[src/rtl/mem_arbiter.sv]
// Arbitrates one single-port memory between instruction fetch and data accesses.
// Data wins by default, but fetch is guaranteed a grant after STARVE_LIMIT data grants.
module mem_arbiter #(
    parameter int AW           = 32,
    parameter int DW           = 32,
    parameter int TIMEOUT      = 16,
    parameter int STARVE_LIMIT = 4
) (
    input  logic          clk,
    input  logic          reset,
    input  logic          if_req,
    input  logic [AW-1:0] if_addr,
    output logic [DW-1:0] if_rdata,
    output logic          if_ack,
    input  logic          d_req,
    input  logic          d_we,
    input  logic [AW-1:0] d_addr,
    input  logic [DW-1:0] d_wdata,
    output logic [DW-1:0] d_rdata,
    output logic          d_ack,
    output logic          mem_req,
    output logic          mem_we,
    output logic [AW-1:0] mem_addr,
    output logic [DW-1:0] mem_wdata,
    input  logic [DW-1:0] mem_rdata,
    input  logic          mem_ack,
    output logic          stall,
    output logic          err
);

    localparam int WCW = (TIMEOUT > 1) ? $clog2(TIMEOUT) : 1;
    localparam int SCW = (STARVE_LIMIT > 0) ? $clog2(STARVE_LIMIT + 1) : 1;

    typedef enum logic [1:0] {
        IDLE    = 2'd0,
        BUSY_IF = 2'd1,
        BUSY_D  = 2'd2,
        RESP    = 2'd3
    } state_t;

    state_t          r_state;
    logic [WCW-1:0]  r_wait_cnt;
    logic [SCW-1:0]  r_starve_cnt;
    logic            r_mem_req;
    logic            r_mem_we;
    logic [AW-1:0]   r_mem_addr;
    logic [DW-1:0]   r_mem_wdata;
    logic [DW-1:0]   r_if_rdata;
    logic [DW-1:0]   r_d_rdata;
    logic            r_if_ack;
    logic            r_d_ack;
    logic            r_err;

    logic            w_starve_ok;
    logic            w_timeout;
    logic            w_done;
    logic [DW-1:0]   w_rdata;

    assign w_starve_ok = (r_starve_cnt < SCW'(STARVE_LIMIT));
    assign w_timeout   = (TIMEOUT != 0) && (r_wait_cnt == WCW'(TIMEOUT - 1)) && !mem_ack;
    assign w_done      = mem_ack || w_timeout;
    // A timed-out access returns zero rather than whatever is on the bus.
    assign w_rdata     = mem_ack ? mem_rdata : '0;

    always_ff @(posedge clk or negedge reset) begin
        if (!reset) begin
            r_state      <= IDLE;
            r_wait_cnt   <= '0;
            r_starve_cnt <= '0;
            r_mem_req    <= 1'b0;
            r_mem_we     <= 1'b0;
            r_mem_addr   <= '0;
            r_mem_wdata  <= '0;
            r_if_rdata   <= '0;
            r_d_rdata    <= '0;
            r_if_ack     <= 1'b0;
            r_d_ack      <= 1'b0;
            r_err        <= 1'b0;
        end else begin
            r_if_ack <= 1'b0;
            r_d_ack  <= 1'b0;
            case (r_state)
                IDLE: begin
                    if (d_req && (!if_req || w_starve_ok)) begin
                        r_state     <= BUSY_D;
                        r_mem_req   <= 1'b1;
                        r_mem_we    <= d_we;
                        r_mem_addr  <= d_addr;
                        r_mem_wdata <= d_wdata;
                        r_wait_cnt  <= '0;
                        // Grant condition already bounds the count, so this saturates.
                        if (if_req) begin
                            r_starve_cnt <= r_starve_cnt + 1'b1;
                        end
                    end else if (if_req) begin
                        r_state      <= BUSY_IF;
                        r_mem_req    <= 1'b1;
                        r_mem_we     <= 1'b0;
                        r_mem_addr   <= if_addr;
                        r_mem_wdata  <= '0;
                        r_wait_cnt   <= '0;
                        r_starve_cnt <= '0;
                    end
                end
                BUSY_IF, BUSY_D: begin
                    r_wait_cnt <= r_wait_cnt + 1'b1;
                    if (w_done) begin
                        r_state   <= RESP;
                        r_mem_req <= 1'b0;
                        if (w_timeout) begin
                            r_err <= 1'b1;
                        end
                        if (r_state == BUSY_D) begin
                            r_d_rdata <= w_rdata;
                            r_d_ack   <= 1'b1;
                        end else begin
                            r_if_rdata <= w_rdata;
                            r_if_ack   <= 1'b1;
                        end
                    end
                end
                RESP: begin
                    r_state <= IDLE;
                end
                default: begin
                    r_state <= IDLE;
                end
            endcase
        end
    end

    assign mem_req   = r_mem_req;
    assign mem_we    = r_mem_we;
    assign mem_addr  = r_mem_addr;
    assign mem_wdata = r_mem_wdata;
    assign if_rdata  = r_if_rdata;
    assign d_rdata   = r_d_rdata;
    assign if_ack    = r_if_ack;
    assign d_ack     = r_d_ack;
    assign err       = r_err;

    // Gated by reset so requesters held high during reset do not freeze the datapath.
    assign stall = reset & ((if_req & ~if_ack) | (d_req & ~d_ack));

endmodule

[config.mk]
export PLATFORM = sky130hd
export DESIGN_NAME = mem_arbiter
export DESIGN_NICKNAME = d
export VERILOG_FILES = /design/src/rtl/mem_arbiter.sv
export SDC_FILE = /design/constraint.sdc
export NUM_CORES = 1
export LEC_CHECK = 0
export BUFFER_PORTS_ARGS = -buffer_cell sky130_fd_sc_hd__buf_2
export CAP_MARGIN = 40
export CORE_ASPECT_RATIO = 1.4
export CORE_UTILIZATION = 46
export CTS_CLUSTER_DIAMETER = 100
export DETAILED_ROUTE_END_ITERATION = 12
export PLACE_DENSITY = 0.8
export SETUP_SLACK_MARGIN = 0.3
export SYNTH_ARGS = -nofsm -noshare
export SYNTH_HDL_FRONTEND = slang
export SYNTH_SLANG_ARGS = --single-unit
[constraint.sdc]
create_clock -name clk -period 1.9 [get_ports clk]
set_input_delay 0.285 -clock clk [delete_from_list [all_inputs] [get_ports clk]]
set_output_delay 0.285 -clock clk [all_outputs]
set_load 0.03 [all_outputs]
==> results of run 1 <==
-- worst paths after layout --
path | startpoint | to | slack (ns) | cells after the start
worst max-delay path | r_wait_cnt[0] | r_state[0] | 0.34 | 4
worst min-delay path | reset | d_rdata[9] | -0.05 | 2
worst max register to register | r_wait_cnt[0] | r_state[0] | 0.34 | 4
worst min register to register | mem_addr[0] | mem_addr[0] | 0.48 | 2
max in group asynchronous | reset | r_wait_cnt[3] | 1.35 | 2
min in group clk | d_wdata[20] | mem_wdata[20] | 0.09 | 2
-- area by class of cell --
class	count	area (um2)
Fill cell	909	4040
Clock inverter	13	153
Multi-Input combinational cell	247	1880
Tap cell	147	184
Clock buffer	19	453
Antenna cell	2	5.00
Inverter	8	30.0
Sequential cell	142	3550
Timing Repair Buffer	277	1530
-- metal layers --
metal	share of wire	vias to the layer above	wire length (um)
met3	0.12	23	1830
li1	-	2108	-
met5	0	-	0
met4	0.016	0	247
met2	0.50	267	7790
met1	0.37	2243	5780
-- stage by stage --
stage | worst slack (ns) | cells
6_report | 0.337 | 855
5_1_grt | 0.241 | 854
4_1_cts | 0.292 | 853
3_5_place_dp | 0.135 | 821
3_3_place_gp | 0.285 | 821
2_1_floorplan | 0.325 | 431
-- flip-flops by register name, indices dropped and copies added, names as in the netlist --
name and flops:
d_ack 1, if_ack 1, d_rdata 32, r_starve_cnt 3, err 1, mem_req 1
mem_addr 32, if_rdata 32, mem_we 1, mem_wdata 32, r_state 2, r_wait_cnt 4
-- cell families (layout without fill, tap and decap cells) --
group,Yosys count,count (layout)
AO/OA/AOI/OAI,148,148
flip-flops,142,142
AND/OR/NAND/NOR,59,59
buffers and inverters,42,317
multiplexers,35,35
adder cells (fa/ha/maj),5,5
other,0,2
-- critical path, cell delays in order (launching register included) --
cell and delay, ns:
dfrtp_1 0.40, ha_2 0.23, nand3_1 0.16, a31oi_4 0.28, mux2_2 0.37
-- power by group through the flow --
stage / clock [uW] / combinational, uW / sequential (uW)
2_1_floorplan: 0 / 2560 / 7590
3_3_place_gp: 0 / 7200 / 5130
3_5_place_dp: 0 / 7470 / 5140
4_1_cts: 3430 / 7500 / 5160
5_1_grt: 3600 / 7980 / 5330
6_report: 3360 / 7480 / 5170
-- synthesized netlist by cell type --
cell      instances  area [um2]
a32o_1            1        10.0
and3_1            1        6.26
inv_2             2        7.51
nand4_1           1        6.26
a21boi_1          1        7.51
nand3b_1          1        7.51
inv_1             6        22.5
nor3b_2           1        12.5
clkbuf_1         13        48.8
and2_1            2        12.5
nor2_1            3        11.3
a21oi_1           2        10.0
o21bai_1          2        15.0
a22o_1           98         858
o22ai_1           1        6.26
o21ai_1          39         195
nand2_1          40         150
o21ai_0           2        10.0
mux2_2            1        11.3
or4b_1            1        10.0
or3b_1            1        8.76
buf_4             5        37.5
dfrtp_1         142        3550
nand2b_1          3        18.8
a31oi_1           1        6.26
a31o_2            1        8.76
ha_1              5        62.6
mux2i_1          34         340
buf_2            12        60.1
nand3_1           5        25.0
buf_6             4        45.0
-- what timing repair did --
| item | CTS | global route |
|---|---|---|
| endpoints found under the setup margin | 70 | 43 |
| resized for setup | 3 | 9 |
| setup buffers | 0 | 0 |
| pin swaps | 0 | 1 |
==> metrics.yaml, run 1 <==
outcome: "finished, violations left"
violations: "negative hold slack"
first_pass_iters: 4
clockBufferDepth: 2
num_rows: 47
io_buffers: 267
synth_compound_area_frac: 0.202
met3_usage: 0.114
drt_iter0_drc: 194
viasPerCell: 5.43
top_usage_layer: "met2"
use_met2: 0.431
total_power_uw: 16000
die-area_mm2: 0.0126
worstHoldPathType: "in -> async"
clkSinkCount: 142
yosysSeqAreaShare: 0.636
finish.utilization: 0.659
wl_per_cell_um: 18.3
setup_viol: 0
num-nets-final: 832
power.leakage_uw: 0.00416
rsz0062_at_grt: "yes"
start_util: 0.473
max_freq_ghz: 0.640
max_slew.worst_pin.slew_ns: 0.760
start_kind: "flop"
post-dp-hpwl_um: 11100
hold_viol: 41
period_share: 0.823
p_sw_uw: 6950
grt_antenna_before_repair: 1
grt_start_max_net_pins: 143
syn_nets: 570
drive_gt1_frac: 0.458
combPwrFrac: 0.467
p_int_uw: 9070
cp_max_fo: 4
final_antenna_net_count: 0
gp_congestion: 0.807
synth_mux_area_frac: 0.0629
synth_xor_area_frac: 0
crit_type: "reg -> reg"
coreArea_mm2: 0.0118
grt_usage: 0.258
drc_errors: 0
final_common_cell: "buf_2"
die-height_um: 132
path_clk_slew_ns: 0.06
worstSetupEndpointType: "flop"
cp.arrival_ns: 1.85
grt_pass1_vias: 4822
power.share.sequential: 0.323
yosys.area_share.simple: 0.0482
timing.hold.ws_ns: -0.0513
fin_setup_tns_ns: 0
avgSynthCellArea_um2: 13.0
cts_tree: "done"
hold_buffers: 0
period_minus_slack_ns: 1.56
syn2layout_area_growth_pct: 39.4
p_clk_frac: 0.210
insertion_delay_ns: 0.41
vias: 4641
synth_area_mm2: 0.00559
grt_pass1_wl_um: 24300
yosysWarnings: 0
swShare: 0.434
slew_violations: 0
synth.distinct_cells: 31
synth_top_family_by_area: "compound AO/OA/AOI/OAI gates"
synth-seq-cells: 142
most-common-layout-cells: "buf_2, dfrtp_1, a22o_1"
cts_root_buf: "clkbuf_16"
ios: 268
finalWirelength_um: 15600
fin_area_mm2: 0.00778
cts.htree.levels: 4
cp.required_ns: 2.19
ir_drop_uv: 1250
relSlewSlack: 0.494
finalClockSkew_ns: 0.00935
cap_violations: 0
synthAdderAreaFrac: 0.0112
met1_usage: 0.289
fp.dieW_um: 95.1
dpl-instance-area_mm2: 0.00713
powerDensity_mw_per_mm2: 2060
syn_inst: 431
gr-total-overflow: 0
cts_buffers: 17
Power figures use the tool's default switching activity.
==> inputs of run 2 (changes only) <==
Clock period 1.9 ns to 1.5 ns, I/O delays scaled along.
==> run 2 against run 1 <==
  * Non-clock buffer count is 120 higher
  * Die area unchanged
  * Utilization grew 22 points
  * Worst setup slack worse by 0.49 ns
  * Clock-buffer cell count up 1
  * Critical path type unchanged
  * The flow finishes with violations (negative setup slack)
  * Clock power grew 41%
  * Power is 73% higher
  * First-iteration DRC count rose by 130%
  * Combinational power increased by 110%
  * Worst hold slack gained 0.075 ns
==> metrics.yaml, run 2 (synthesized netlist as in run 1, its figures left out) <==
outcome: "finished, violations left"
violations: "negative setup slack"
powerDensity_mw_per_mm2: 2670  # +30%
r2r_cells: 7  # +3
grt_pass1_wl_um: 27500  # +13%
drc_errors: 0  # unchanged
insertion_delay_ns: 0.42  # about the same
slew_violations: 0  # unchanged
cp_max_fo: 8  # +4
grt_pass1_vias: 5432  # +13%
holdPathStages: 2
path_clk_slew_ns: 0.06  # about the same
cts_tree: "done"
cts_buffers: 17  # unchanged
setup_ws_ns: -0.154  # -0.491 ns
syn2layout_area_growth_pct: 86.4
r2r_slack_ns: -0.15  # -0.49 ns
finalWirelength_um: 24800  # +58%
period_share: 1.10  # +0.280
hold_viol: 0  # -100%
path_depth: 7  # +3
io_buffers: 267  # unchanged
num_rows: 47  # unchanged
post-dp-hpwl_um: 10900  # -2.0%
ios: 268  # unchanged
final_antenna_net_count: 0  # unchanged
cap_violations: 0  # unchanged
first_pass_iters: 5  # +1
period_minus_slack_ns: 1.65  # +0.0911 ns
max_slew.worst_pin.slew_ns: 0.502  # -0.257 ns
setup_viol: 77  # +77
relSlewSlack: 0.656  # +0.162
cts.htree.levels: 4  # unchanged
timing.hold.ws_ns: 0.0238  # +0.0751 ns
critPathTopFamily: "buffers and inverters"
worstHoldPathType: "in -> reg"
finalClockSkew_ns: 0.00982  # +0.000468 ns
cp.arrival_ns: 1.97  # +0.12 ns
ir_drop_uv: 1660  # +33%
rsz0062_at_grt: "yes"
vias: 5753  # +24%
power.leakage_uw: 0.00526  # +26%
start_kind: "flop"
fillers: 477  # -48%
num-nets-final: 955  # +15%
finish.utilization: 0.881  # +0.223
coreArea_mm2: 0.0118  # unchanged
worstSetupEndpointType: "flop"
gr-total-overflow: 0  # unchanged
start_util: 0.473  # unchanged
final_common_cell: "buf_6"
clockBufferDepth: 2  # unchanged
drt_iter0_drc: 440  # +130%
crit_type: "reg -> reg"
worst_path_max_delay_cell: "dfrtp_1"
grt_antenna_before_repair: 2  # +1
slowest_delay_ns: 0.40  # about the same
cts_root_buf: "clkbuf_16"
max_freq_ghz: 0.605  # -5.5%
grt_usage: 0.292  # +0.0346
wl_per_cell_um: 25.3  # +38%
viasPerCell: 5.88  # +8.3%
cp.required_ns: 1.82  # -0.37 ns
drive_gt1_frac: 0.631  # +0.173
cp.buffers_inverters: 4  # +4
most-common-layout-cells: "buf_6, dfrtp_1, buf_2"
cp_cell_sequence: "inv_2 > ha_4 > buf_6 > o21ai_4 > buf_8 > buf_16 > o21ai_1"
fp.dieW_um: 95.1  # unchanged
gp_congestion: 0.830  # +2.8%
clkSinkCount: 142  # unchanged
fin_setup_tns_ns: -2.82  # -2.82 ns
grt_start_max_net_pins: 81  # -43%
die-area_mm2: 0.0126  # unchanged
die-height_um: 132  # unchanged
==> run 2: what timing repair did <==
action | CTS | global route
endpoints found under the setup margin | 254 | 275
buffers inserted | 15 | 77
gates cloned | 9 | 10
hold buffers | 1 | 0
gates resized for setup | 74 | 477
pin swaps | 25 | 64
endpoints found under the hold margin | 142 | 0
==> run 2: stage by stage <==
step	setup slack, ns	std cells	area [um2]	power [uW]
finish	-0.154	979	10400	27800
global route	-0.248	977	10400	28700
CTS	0.0267	889	8530	22200
detailed placement	-0.0231	832	7250	16200
global placement	0.0233	832	7250	15800
floorplan	0.0303	431	5740	13200
==> run 2: layer usage <==
metal,wire length [um],vias to the layer above,global-route usage,part of all wire
li1,-,2371,-,-
met1,8270,2887,0.313,0.33
met2,13200,364,0.502,0.53
met3,1670,131,0.0629,0.067
met4,1640,0,0.198,0.066
met5,0,-,0,0
==> run 2: report_power, final <==
| part | switching [uW] | leakage, uW | internal [uW] |
|---|---|---|---|
| clock | 1720 | 0.000308 | 3020 |
| combinational | 8060 | 0.00316 | 7820 |
| sequential | 1570 | 0.00179 | 5570 |
==> run 2: cell type report <==
type	instances	area [um2]	share of cell area
sequential	142	3550	0.341
timing repair buffer	397	3590	0.345
antenna	3	7.51	0.000721
inverter	8	30.0	0.00288
multi-input combinational	250	2390	0.230
clock buffer	20	447	0.0429
clock inverter	12	208	0.0199
tap	147	184	0.0177
==> run 2: final timing paths <==
| check | from | endpoint |
|---|---|---|
| max | r_state[1] | mem_addr[15] |
| min | d_wdata[10] | mem_wdata[10] |
| max reg2reg | r_state[1] | mem_addr[15] |
| min reg2reg | mem_addr[7] | mem_addr[7] |
| max in group asynchronous | reset | mem_addr[13] |
| min in group asynchronous | reset | mem_req |
